[src/rtl/store_data_formatter_pkg.sv]
// Shared encodings for the store data formatter.
// Holds the store size codes and the FSM state codes.
// No logic; imported by the interface users, the lane mask and the top.
package store_fmt_pkg;

    // Store size as carried on req_size: bytes = 1 << size
    typedef enum logic [1:0] {
        SZ_BYTE  = 2'b00,
        SZ_HALF  = 2'b01,
        SZ_WORD  = 2'b10,
        SZ_DWORD = 2'b11
    } size_e;

    // READ and WAIT are only reachable when RMW=1
    typedef enum logic [1:0] {
        ST_IDLE  = 2'b00,
        ST_WRITE = 2'b01,
        ST_READ  = 2'b10,
        ST_WAIT  = 2'b11
    } state_e;

endpackage

[src/rtl/store_data_formatter_if.sv]
// Bus bundles for the store data formatter.
// store_req_if: execute-stage store request plus status (misalign_err, busy).
// store_mem_if: data memory command port with read-data return for RMW mode.
interface store_req_if #(
    parameter int ADDR_W = 32,
    parameter int DATA_W = 32
);
    logic              req_valid;
    logic              req_ready;
    logic [ADDR_W-1:0] req_addr;
    logic [1:0]        req_size;
    logic [DATA_W-1:0] req_data;
    logic              misalign_err;
    logic              busy;

    // master: the store issuer
    modport master (
        output req_valid, req_addr, req_size, req_data,
        input  req_ready, misalign_err, busy
    );

    // slave: the formatter
    modport slave (
        input  req_valid, req_addr, req_size, req_data,
        output req_ready, misalign_err, busy
    );
endinterface

interface store_mem_if #(
    parameter int ADDR_W = 32,
    parameter int DATA_W = 32
);
    localparam int NB = DATA_W / 8;

    logic              mem_valid;
    logic              mem_ready;
    logic              mem_we;
    logic [ADDR_W-1:0] mem_addr;
    logic [DATA_W-1:0] mem_wdata;
    logic [NB-1:0]     mem_be;
    logic              mem_rvalid;
    logic [DATA_W-1:0] mem_rdata;

    // master: the formatter issuing commands
    modport master (
        output mem_valid, mem_we, mem_addr, mem_wdata, mem_be,
        input  mem_ready, mem_rvalid, mem_rdata
    );

    // slave: the memory
    modport slave (
        input  mem_valid, mem_we, mem_addr, mem_wdata, mem_be,
        output mem_ready, mem_rvalid, mem_rdata
    );
endinterface

[src/rtl/store_data_formatter_lane_mask.sv]
// Combinational lane alignment: replicated store data, byte enables, illegal flag.
// Ports: i_lane (addr low bits), i_size, i_data -> o_data, o_be, o_illegal.
// Zero latency; no handshake.
module store_lane_mask
    import store_fmt_pkg::*;
#(
    parameter  int DATA_W = 32,
    localparam int NB     = DATA_W / 8,
    localparam int LB     = $clog2(NB)
) (
    input  logic [LB-1:0]     i_lane,
    input  logic [1:0]        i_size,
    input  logic [DATA_W-1:0] i_data,
    output logic [DATA_W-1:0] o_data,
    output logic [NB-1:0]     o_be,
    output logic              o_illegal
);

    logic [3:0]    w_bytes;
    logic [15:0]   w_mask;
    logic [LB-1:0] w_lane_off;

    always_comb begin
        w_bytes = 4'd1 << i_size;
        // Contiguous run of `bytes` ones shifted up to the starting lane
        w_mask  = ((16'd1 << w_bytes) - 16'd1) << i_lane;
        o_be    = w_mask[NB-1:0];
        // Lane bits below the access size must be zero for natural alignment
        w_lane_off = i_lane & LB'(w_bytes - 4'd1);
        o_illegal  = (w_bytes > 4'(NB)) || (w_lane_off != '0);
    end

    // Replicate the low `bytes` bytes to every lane; be selects the live ones
    always_comb begin
        o_data = i_data;
        unique case (size_e'(i_size))
            SZ_BYTE:  o_data = {NB{i_data[7:0]}};
            SZ_HALF:  o_data = {(NB/2){i_data[15:0]}};
            SZ_WORD:  o_data = {(NB/4){i_data[31:0]}};
            default:  o_data = i_data;
        endcase
    end

endmodule

[src/rtl/store_data_formatter.sv]
// Store path from execute stage to data memory: align, byte-enable, optional read-merge-write.
// Ports: clk, reset (async high), req (store_req_if.slave), mem (store_mem_if.master).
// Direct: 1 cycle accept->command, 1 store/cycle. RMW: read, wait rdata, full write; command held until mem_ready.
module store_data_formatter
    import store_fmt_pkg::*;
#(
    parameter int DATA_W = 32,
    parameter int ADDR_W = 32,
    parameter int RMW    = 0
) (
    input  logic        clk,
    input  logic        reset,
    store_req_if.slave  req,
    store_mem_if.master mem
);

    localparam int NB     = DATA_W / 8;
    localparam int LB     = $clog2(NB);
    localparam bit DIRECT = (RMW == 0);

    state_e            r_state, w_state_nxt;
    logic              r_mem_valid, w_mem_valid_nxt;
    logic              r_mem_we, w_mem_we_nxt;
    logic [ADDR_W-1:0] r_mem_addr, w_mem_addr_nxt;
    logic [DATA_W-1:0] r_mem_wdata, w_mem_wdata_nxt;
    logic [NB-1:0]     r_mem_be, w_mem_be_nxt;
    logic              r_misalign_err, w_misalign_err_nxt;
    // Merge source for RMW: aligned store data and its byte enables
    logic [DATA_W-1:0] r_data, w_data_nxt;
    logic [NB-1:0]     r_be, w_be_nxt;

    logic [DATA_W-1:0] w_lane_data;
    logic [NB-1:0]     w_lane_be;
    logic              w_illegal;
    logic              w_req_ready;
    logic              w_accept;
    logic [DATA_W-1:0] w_merged;

    store_lane_mask #(
        .DATA_W (DATA_W)
    ) u_lane_mask (
        .i_lane    (req.req_addr[LB-1:0]),
        .i_size    (req.req_size),
        .i_data    (req.req_data),
        .o_data    (w_lane_data),
        .o_be      (w_lane_be),
        .o_illegal (w_illegal)
    );

    // Direct mode can take the next store in the cycle the current write completes
    assign w_req_ready = (r_state == ST_IDLE) ||
                         (DIRECT && (r_state == ST_WRITE) && mem.mem_ready);
    assign w_accept    = req.req_valid && w_req_ready;

    always_comb begin
        w_merged = mem.mem_rdata;
        for (int i = 0; i < NB; i++) begin
            if (r_be[i]) begin
                w_merged[i*8 +: 8] = r_data[i*8 +: 8];
            end
        end
    end

    always_comb begin
        w_state_nxt        = r_state;
        w_mem_valid_nxt    = r_mem_valid;
        w_mem_we_nxt       = r_mem_we;
        w_mem_addr_nxt     = r_mem_addr;
        w_mem_wdata_nxt    = r_mem_wdata;
        w_mem_be_nxt       = r_mem_be;
        w_data_nxt         = r_data;
        w_be_nxt           = r_be;
        w_misalign_err_nxt = 1'b0;

        unique case (r_state)
            ST_IDLE: begin
            end
            ST_WRITE: begin
                if (mem.mem_ready) begin
                    w_state_nxt     = ST_IDLE;
                    w_mem_valid_nxt = 1'b0;
                    w_mem_we_nxt    = 1'b0;
                end
            end
            ST_READ: begin
                if (mem.mem_ready) begin
                    w_state_nxt     = ST_WAIT;
                    w_mem_valid_nxt = 1'b0;
                end
            end
            ST_WAIT: begin
                if (mem.mem_rvalid) begin
                    w_state_nxt     = ST_WRITE;
                    w_mem_valid_nxt = 1'b1;
                    w_mem_we_nxt    = 1'b1;
                    w_mem_wdata_nxt = w_merged;
                    w_mem_be_nxt    = '1;
                end
            end
            default: begin
                w_state_nxt = ST_IDLE;
            end
        endcase

        // Accept only happens in IDLE or a completing direct WRITE, both of
        // which have already steered next state to IDLE above.
        if (w_accept) begin
            if (w_illegal) begin
                w_misalign_err_nxt = 1'b1;
            end else if (DIRECT) begin
                w_state_nxt     = ST_WRITE;
                w_mem_valid_nxt = 1'b1;
                w_mem_we_nxt    = 1'b1;
                w_mem_addr_nxt  = {req.req_addr[ADDR_W-1:LB], LB'(0)};
                w_mem_wdata_nxt = w_lane_data;
                w_mem_be_nxt    = w_lane_be;
            end else begin
                w_state_nxt     = ST_READ;
                w_mem_valid_nxt = 1'b1;
                w_mem_we_nxt    = 1'b0;
                w_mem_addr_nxt  = {req.req_addr[ADDR_W-1:LB], LB'(0)};
                w_mem_be_nxt    = '1;
                w_data_nxt      = w_lane_data;
                w_be_nxt        = w_lane_be;
            end
        end
    end

    always_ff @(posedge clk or posedge reset) begin
        if (reset) begin
            r_state        <= ST_IDLE;
            r_mem_valid    <= 1'b0;
            r_mem_we       <= 1'b0;
            r_mem_addr     <= '0;
            r_mem_wdata    <= '0;
            r_mem_be       <= '0;
            r_misalign_err <= 1'b0;
            r_data         <= '0;
            r_be           <= '0;
        end else begin
            r_state        <= w_state_nxt;
            r_mem_valid    <= w_mem_valid_nxt;
            r_mem_we       <= w_mem_we_nxt;
            r_mem_addr     <= w_mem_addr_nxt;
            r_mem_wdata    <= w_mem_wdata_nxt;
            r_mem_be       <= w_mem_be_nxt;
            r_misalign_err <= w_misalign_err_nxt;
            r_data         <= w_data_nxt;
            r_be           <= w_be_nxt;
        end
    end

    assign req.req_ready    = w_req_ready;
    assign req.misalign_err = r_misalign_err;
    assign req.busy         = (r_state != ST_IDLE);
    assign mem.mem_valid    = r_mem_valid;
    assign mem.mem_we       = r_mem_we;
    assign mem.mem_addr     = r_mem_addr;
    assign mem.mem_wdata    = r_mem_wdata;
    assign mem.mem_be       = r_mem_be;

endmodule

[src/flat_wrapper.sv]
// flat-port wrapper written by rule: the top's interface ports become plain ports
module store_data_formatter_flat import store_fmt_pkg::*;
#(
    parameter int DATA_W = 32,
    parameter int ADDR_W = 32,
    parameter int RMW    = 0
)
  (clk, reset, req_req_valid, req_req_addr, req_req_size, req_req_data, req_req_ready, req_misalign_err, req_busy, mem_mem_valid, mem_mem_we, mem_mem_addr, mem_mem_wdata, mem_mem_be, mem_mem_ready, mem_mem_rvalid, mem_mem_rdata);
  store_req_if #(.ADDR_W(ADDR_W), .DATA_W(DATA_W)) req_i ();
  store_mem_if #(.ADDR_W(ADDR_W), .DATA_W(DATA_W)) mem_i ();
  input  logic clk;
  input  logic reset;
  input wire logic [$bits(req_i.req_valid)-1:0] req_req_valid;
  input wire logic [$bits(req_i.req_addr)-1:0] req_req_addr;
  input wire logic [$bits(req_i.req_size)-1:0] req_req_size;
  input wire logic [$bits(req_i.req_data)-1:0] req_req_data;
  output wire logic [$bits(req_i.req_ready)-1:0] req_req_ready;
  output wire logic [$bits(req_i.misalign_err)-1:0] req_misalign_err;
  output wire logic [$bits(req_i.busy)-1:0] req_busy;
  output wire logic [$bits(mem_i.mem_valid)-1:0] mem_mem_valid;
  output wire logic [$bits(mem_i.mem_we)-1:0] mem_mem_we;
  output wire logic [$bits(mem_i.mem_addr)-1:0] mem_mem_addr;
  output wire logic [$bits(mem_i.mem_wdata)-1:0] mem_mem_wdata;
  output wire logic [$bits(mem_i.mem_be)-1:0] mem_mem_be;
  input wire logic [$bits(mem_i.mem_ready)-1:0] mem_mem_ready;
  input wire logic [$bits(mem_i.mem_rvalid)-1:0] mem_mem_rvalid;
  input wire logic [$bits(mem_i.mem_rdata)-1:0] mem_mem_rdata;
  assign req_i.req_valid = req_req_valid;
  assign req_i.req_addr = req_req_addr;
  assign req_i.req_size = req_req_size;
  assign req_i.req_data = req_req_data;
  assign req_req_ready = req_i.req_ready;
  assign req_misalign_err = req_i.misalign_err;
  assign req_busy = req_i.busy;
  assign mem_mem_valid = mem_i.mem_valid;
  assign mem_mem_we = mem_i.mem_we;
  assign mem_mem_addr = mem_i.mem_addr;
  assign mem_mem_wdata = mem_i.mem_wdata;
  assign mem_mem_be = mem_i.mem_be;
  assign mem_i.mem_ready = mem_mem_ready;
  assign mem_i.mem_rvalid = mem_mem_rvalid;
  assign mem_i.mem_rdata = mem_mem_rdata;
  store_data_formatter #(.DATA_W(DATA_W), .ADDR_W(ADDR_W), .RMW(RMW)) u_core (.clk(clk), .reset(reset), .req(req_i), .mem(mem_i));
endmodule
[config.mk]
export PLATFORM = sky130hd
export DESIGN_NAME = store_data_formatter_flat
export DESIGN_NICKNAME = d
export VERILOG_FILES = /design/src/rtl/store_data_formatter_pkg.sv /design/src/rtl/store_data_formatter_if.sv /design/src/rtl/store_data_formatter_lane_mask.sv /design/src/rtl/store_data_formatter.sv /design/src/flat_wrapper.sv
export SDC_FILE = /design/constraint.sdc
export NUM_CORES = 1
export LEC_CHECK = 0
export CORE_ASPECT_RATIO = 2
export CORE_MARGIN = 8
export CORE_UTILIZATION = 37
export DETAILED_ROUTE_END_ITERATION = 10
export PLACE_DENSITY = 0.73
export SLEW_MARGIN = 20
export SYNTH_ARGS = -nofsm -noshare
export SYNTH_HDL_FRONTEND = slang
export SYNTH_SLANG_ARGS = --single-unit
export TNS_END_PERCENT = 100
[constraint.sdc]
create_clock -name clk -period 2.05 [get_ports clk]
set_input_delay 0.41 -clock clk [delete_from_list [all_inputs] [get_ports clk]]
set_output_delay 0.41 -clock clk [all_outputs]
set_load 0.05 [all_outputs]
==> flow_summary.yaml, run 1 <==
cts:
  h-tree-depth: 3
  cts.path.max_buffers: 2
  clkLatencyLatePin_ps: 340
  clkSinkCount: 71
  cts_tree: "built"
  cts_hold_buf: 0
  path_clk_slew_ps: 60
  clockRootBuffer: "clkbuf_16"
  cts_inserted_buffers: 9
critical_path:
  cp-start-kind: "register"
  critical_path_arrival_ps: 1560
  critical_path_class: "reg2out"
  critPathCaptureType: "output port"
  r2r_setup_slack_ps: 100
  worstRegToRegCells: 7
  r2r_end: "u_core.mem.mem_addr[9]"
  rr_startpoint: "u_core.r_state[1]"
  path_max_fanout: 3
  cp_data_required_time_ps: 1640
job:
  max_cap_violations: 0
floorplanning:
  rows: 51
  ioPinCount: 176
  initial_utilization_pct: 38.0
  die_h_um: 157
  fp.dieW_um: 86.6
  fp.dieArea_mm2: 0.0136
  coreArea_mm2: 0.00970
route:
  wl_per_cell_um: 20.3
  dr.first_iter.drc_count: 77
  dr_wl_met2_um: 7400
  vias: 3157
  drt-met1-wl_um: 4290
  wl_met3_um: 671
  drc_errors: 0
  ant_nets: 0
  vias_per_cell: 4.95
  drt_wl_total_um: 12900
  top_layer_used: "met4"
  first_pass_iters: 4
synth:
  yosys.area.top_type: "dfrtp_1"
  ys_seq_area_share_pct: 48.2
  post_synth.cell_area_avg_um2: 12.4
  synth.most_common_cell: "dfrtp_1"
  ys_async_sr_fraction_pct: 100
  synth_top_area_share_pct: 48.2
  syn_area_mm2: 0.00368
  ys_top_cells_by_area: "dfrtp_1 48%, mux2i_1 14%, mux2_1 11%"
  synth-main-ff-cell: "dfrtp_1"
  synth_edf_count: 0
  synth_cell_type_count: 34
  postSynthCellCount: 297
  yosys_warnings: 0
  synthTopCellsByCount: "71 x dfrtp_1, 51 x mux2i_1, 35 x mux2_1, 19 x mux2_2, 15 x a22oi_1"
  synth-seq-cells: 71
grt:
  grt.overflow.total: 0
  grt_start_max_net_pins: 30
  grt_pass1_wl_um: 19900
  antenna_found_initial: 0
  track_usage_pct: 19.4
  grt_pass1_vias: 3571
final_layout:
  nNetsFinal: 611
  fin_util_pct: 64.0
  regArea_mm2: 0.00178
  fillerInstances: 832
  layout.cells.non_filler: 638
  drive_gt1_share_pct: 18.8
  multiInputGateArea_mm2: 0.00180
  fin_area_mm2: 0.00621
  syn_to_final_growth_pct: 68.4
  diodes: 0
power_and_ir_drop:
  switching_share_pct: 46.8
  p_leak_uw: 0.00272
  p_seq_share_pct: 25.5
  power_frac_comb_pct: 57.4
  switching_power_uw: 4490
  power_density_mw_per_mm2: 1550
  p_clk_share_pct: 17.1
  ir_drop_v: 0.000990
  internal_power_uw: 5100
sta:
  max_slew_margin_pct: 62.3
  setup_viol: 0
  clock_skew_ps: 7.08
  timing.fmax_mhz: 507
  rsz0062_at_grt: "true"
  fin_crit_sh_pct: 96.1
  whs_ps: 406
  tightest_slew_ps: 563
  hold_viol_final: 0
  period_minus_slack_ps: 1970
  report.final.slew_viol_count: 0
  tns_ps: 0
placement:
  hpwl_um: 10100
  gp_congestion: 0.817
  placed_area_mm2: 0.00578
  io_buffer_count: 173
  placedCellCount: 616
worst_hold_path:
  whs_path_depth: 3
  hold_end: "u_core.mem.mem_be[3]"
  min_path_type: "in2reg"
  hp-start: "req_req_size[1]"
outcome:
  outcome: "finished clean"
-- area by class of cell --
type / count / area share, %
Sequential cell: 71 / 28.6
Timing Repair Buffer: 215 / 34.1
Tap cell: 132 / 2.66
Clock buffer: 10 / 3.85
Inverter: 9 / 0.605
Clock inverter: 6 / 1.19
Multi-Input combinational cell: 195 / 28.9
-- power by group through the flow --
stage / combinational, µW / clock (µW) / sequential [µW]
2_1_floorplan: 1070 / 0 / 4760
3_3_place_gp: 5380 / 0 / 2440
3_5_place_dp: 5450 / 0 / 2460
4_1_cts: 5550 / 1670 / 2450
5_1_grt: 5730 / 1730 / 2530
6_report: 5510 / 1640 / 2450
-- what timing repair did --
| action | CTS | global route |
|---|---|---|
| pin swaps | 2 | 1 |
| endpoints found under the setup margin | 69 | 22 |
| gates resized for setup | 10 | 7 |
| setup buffers | 3 | 1 |
| gates cloned | 2 | 0 |
-- placed cells by master (no fill, tap or decap), types with 3 or more instances in the layout --
cell             synthesis  layout
a211oi_1                 8       8
a21oi_1                  8       7
a22oi_1                 15      15
and2_1                   8       8
buf_12                   0       3
buf_4                    2      39
buf_6                    0       3
clkbuf_16                0       9
clkdlybuf4s50_1          0     166
dfrtp_1                 71      71
ha_1                     7       5
inv_1                    9       7
inv_6                    0       3
mux2_1                  35      35
mux2_2                  19      19
mux2i_1                 51      51
nor2_1                   5       5
nor2b_1                  7       5
nor4b_1                  8       8
o21ai_0                  3       3
o21bai_1                 3       3
-- worst max-delay path: stages, from the launching register on --
cell     delay, ps
dfrtp_1        360
inv_1           80
ha_2           210
a21oi_4        230
buf_6          140
inv_1           30
buf_4          180
-- state kept, by name (all words and copies together), names as in the netlist --
| signal | flops |
|---|---|
| u_core.mem.mem_wdata | 32 |
| u_core.mem.mem_addr | 30 |
| u_core.mem.mem_be | 4 |
| u_core.r_state | 2 |
| u_core.mem.mem_valid | 1 |
| u_core.mem.mem_we | 1 |
| u_core.req.misalign_err | 1 |
-- worst max-delay path by stage --
| stage | from | endpoint | slack (ps) |
|---|---|---|---|
| 2_1_floorplan | req_req_size[0] | u_core.mem.mem_wdata[4] | -100 |
| 3_3_place_gp | req_req_size[1] | u_core.mem.mem_wdata[6] | -390 |
| 3_5_place_dp | req_req_size[1] | u_core.mem.mem_wdata[19] | -470 |
| 4_1_cts | req_req_size[0] | u_core.mem.mem_addr[28] | -4 |
| 5_1_grt | u_core.r_state[1] | u_core.mem.mem_addr[9] | -3 |
| 6_report | u_core.r_state[1] | req_req_ready | 80 |
-- cells by family after synthesis --
logic type      after synthesis  share of synthesized area (%)
simple gates                 38                           7.00
flops                        71                           48.2
fa+ha+maj                     8                           2.68
compound gates               42                           7.84
other cells                   1                          0.102
buf+inv                      32                           3.80
mux                         105                           30.4
-- per-layer routing --
metal	global-route usage, %	vias up
li1	-	1486
met1	18.5	1520
met2	36.5	121
met3	4.39	30
met4	11.2	0
met5	0	-
-- metrics by stage --
step / worst slack (ps) / power (µW)
6_report: 79.1 / 9590
5_1_grt: -2.82 / 9990
4_1_cts: -4.01 / 9670
3_5_place_dp: -472 / 7920
3_3_place_gp: -394 / 7810
2_1_floorplan: -103 / 5830
No activity file was read; power rests on OpenSTA's default activity.
==> run 2, diff against run 1 <==
--- a/config.mk
+++ b/config.mk
@@ -5,6 +5,7 @@
 export SDC_FILE = /design/constraint.sdc
 export NUM_CORES = 1
 export LEC_CHECK = 0
+export CAP_MARGIN = 10
 export CORE_ASPECT_RATIO = 2
 export CORE_MARGIN = 8
 export CORE_UTILIZATION = 37
==> results of run 2 <==
The final DEF is identical to that of run 1; final timing and power are the same.
==> run 3, diff against run 2 <==
--- a/config.mk
+++ b/config.mk
@@ -8,9 +8,9 @@
 export CAP_MARGIN = 10
 export CORE_ASPECT_RATIO = 2
 export CORE_MARGIN = 8
-export CORE_UTILIZATION = 37
+export CORE_UTILIZATION = 41
 export DETAILED_ROUTE_END_ITERATION = 10
-export PLACE_DENSITY = 0.73
+export PLACE_DENSITY = 0.77
 export SLEW_MARGIN = 20
 export SYNTH_ARGS = -nofsm -noshare
 export SYNTH_HDL_FRONTEND = slang
==> constraint.sdc (replaced) <==
create_clock -name clk -period 2.07 [get_ports clk]
set_input_delay 0.414 -clock clk [delete_from_list [all_inputs] [get_ports clk]]
set_output_delay 0.414 -clock clk [all_outputs]
set_load 0.05 [all_outputs]
==> run 3 against run 2 <==
  * Register-to-register slack improved by 70 ps
  * Sequential power about the same
  * Combinational power decreased by 1%
  * First-iteration DRC count increased by 100%
  * Global-route usage increased by 0.69 points
  * Critical endpoint is now u_core.mem.mem_addr[13]
  * Routed wire length decreased by 2.9%
==> flow_summary.yaml, run 3 (synthesized netlist as in run 1, its figures left out) <==
final_layout:
  largest_reg_flops: 32
  final_cell_mix: "166 x clkdlybuf4s50_1, 71 x dfrtp_1, 51 x mux2i_1"
  fillerInstances: 678
  layout.cells.non_filler: 605
  nNetsFinal: 608
  final_common_cell: "clkdlybuf4s50_1"
  syn_to_final_growth_pct: 67.3
  drive_gt1_share_pct: 17.7
  diodes: 0
power_and_ir_drop:
  switching_share_pct: 47.0
  switching_power_uw: 4430
  ir_drop_v: 0.00104
  power_frac_comb_pct: 57.7
  power_density_mw_per_mm2: 1530
  p_seq_share_pct: 25.8
  p_clk_share_pct: 16.5
  power.total_uw: 9420
  internal_power_uw: 4990
  p_leak_uw: 0.00269
cts:
  cts_inserted_buffers: 9
  cts_hold_buf: 0
  h-tree-depth: 3
  path_clk_slew_ps: 60
  clkSinkCount: 71
  cts_tree: "built"
  clkLatencyLatePin_ps: 340
  cts.path.max_buffers: 2
  clockRootBuffer: "clkbuf_16"
route:
  drt_wl_total_um: 12500
  vias_per_cell: 5.26
  dr.first_iter.drc_count: 154
  first_pass_iters: 4
  ant_nets: 0
  vias: 3180
  wl_per_cell_um: 20.7
  drc_errors: 0
sta:
  clock_skew_ps: 8.48
  setup_viol: 0
  period_minus_slack_ps: 2020
  timing.fmax_mhz: 496
  max_slew_margin_pct: 63.4
  report.final.slew_viol_count: 0
  tns_ps: 0
  tightest_slew_ps: 548
  rsz0062_at_grt: "false"
  hold_viol_final: 0
  whs_ps: 464
  fin_crit_sh_pct: 97.4
placement:
  gp_congestion: 0.804
  placedCellCount: 585
  io_buffer_count: 173
  hpwl_um: 9730
critical_path:
  critical_path_arrival_ps: 2240
  critPathCaptureType: "register"
  r2r_setup_slack_ps: 170
  cp-start-kind: "input pin"
  critical_path_class: "in2reg"
  path_max_fanout: 21
  worstRegToRegCells: 7
  cp_data_required_time_ps: 2290
floorplanning:
  ioPinCount: 176
  fp.dieArea_mm2: 0.0125
  fp.dieW_um: 83.0
  initial_utilization_pct: 41.4
  rows: 49
  die_h_um: 150
  coreArea_mm2: 0.00889
grt:
  grt_pass1_vias: 3589
  track_usage_pct: 20.1
  grt_pass1_wl_um: 19600
  antenna_found_initial: 0
  grt.overflow.total: 0
  grt_start_max_net_pins: 30
outcome:
  outcome: "finished clean"
job:
  max_cap_violations: 0
worst_hold_path:
  min_path_type: "in2async"
## run 3: cell count changes in the layout (fill, tap and decap cells not counted), moves of 2 or more
cell and delta:
clkbuf_2 -2, buf_12 +2, buf_4 -5, inv_6 -2
## run 3: layout make-up
cell class                      count  area, µm²  share of cell area [%]
Clock buffer                       10        229                    3.71
Clock inverter                      6       68.8                    1.12
Inverter                            9       37.5                   0.609
Multi-Input combinational cell    195       1800                    29.1
Sequential cell                    71       1780                    28.8
Tap cell                          102        128                    2.07
Timing Repair Buffer              212       2130                    34.5
## run 3: worst max-delay path, stage by stage
cell	delay, ps
dlygate4sd2_1	280
nor2b_2	190
ha_1	300
nor2b_2	60
nor4_4	260
buf_6	200
buf_16	200
mux2_1	330
## run 3: worst paths after layout
kind / startpoint / endpoint
worst max-delay path: req_req_size[0] / u_core.mem.mem_addr[13]
worst min-delay path: reset / u_core.mem.mem_wdata[12]
max in group asynchronous: reset / u_core.mem.mem_wdata[24]
worst max register to register: u_core.r_state[1] / u_core.mem.mem_addr[13]
min in group clk: u_core.mem.mem_addr[4] / u_core.mem.mem_addr[4]
worst min register to register: u_core.mem.mem_addr[4] / u_core.mem.mem_addr[4]
## run 3: layer usage
| layer | vias to the layer above | track usage, % | part of all wire [%] |
|---|---|---|---|
| li1 | 1479 | - | - |
| met1 | 1565 | 19.8 | 36 |
| met2 | 112 | 37.2 | 56 |
| met3 | 24 | 5.23 | 4.8 |
| met4 | 0 | 10.8 | 3.0 |
| met5 | - | 0 | 0 |
## run 3: power groups by stage
stage	clock, µW	combinational, µW	sequential, µW
3_3_place_gp	0	5300	2410
5_1_grt	1640	5650	2510
6_report	1550	5440	2430
3_5_place_dp	0	5370	2440
4_1_cts	1570	5480	2430
2_1_floorplan	0	1060	4720
## run 3: stage by stage
step	utilization, %	setup slack (ps)	area [µm²]
floorplan	-	-86.7	3720
global route	69.3	6.65	6160
global placement	64.8	-375	5760
finish	69.3	52.8	6160
CTS	69.2	1.05	6160
detailed placement	64.8	-461	5760
## run 3: what timing repair did
item | CTS | global route
gates cloned | 2 | 0
endpoints found under the setup margin | 56 | 12
gates resized for setup | 12 | 4
setup buffers | 1 | 1
pin swaps | 2 | 0
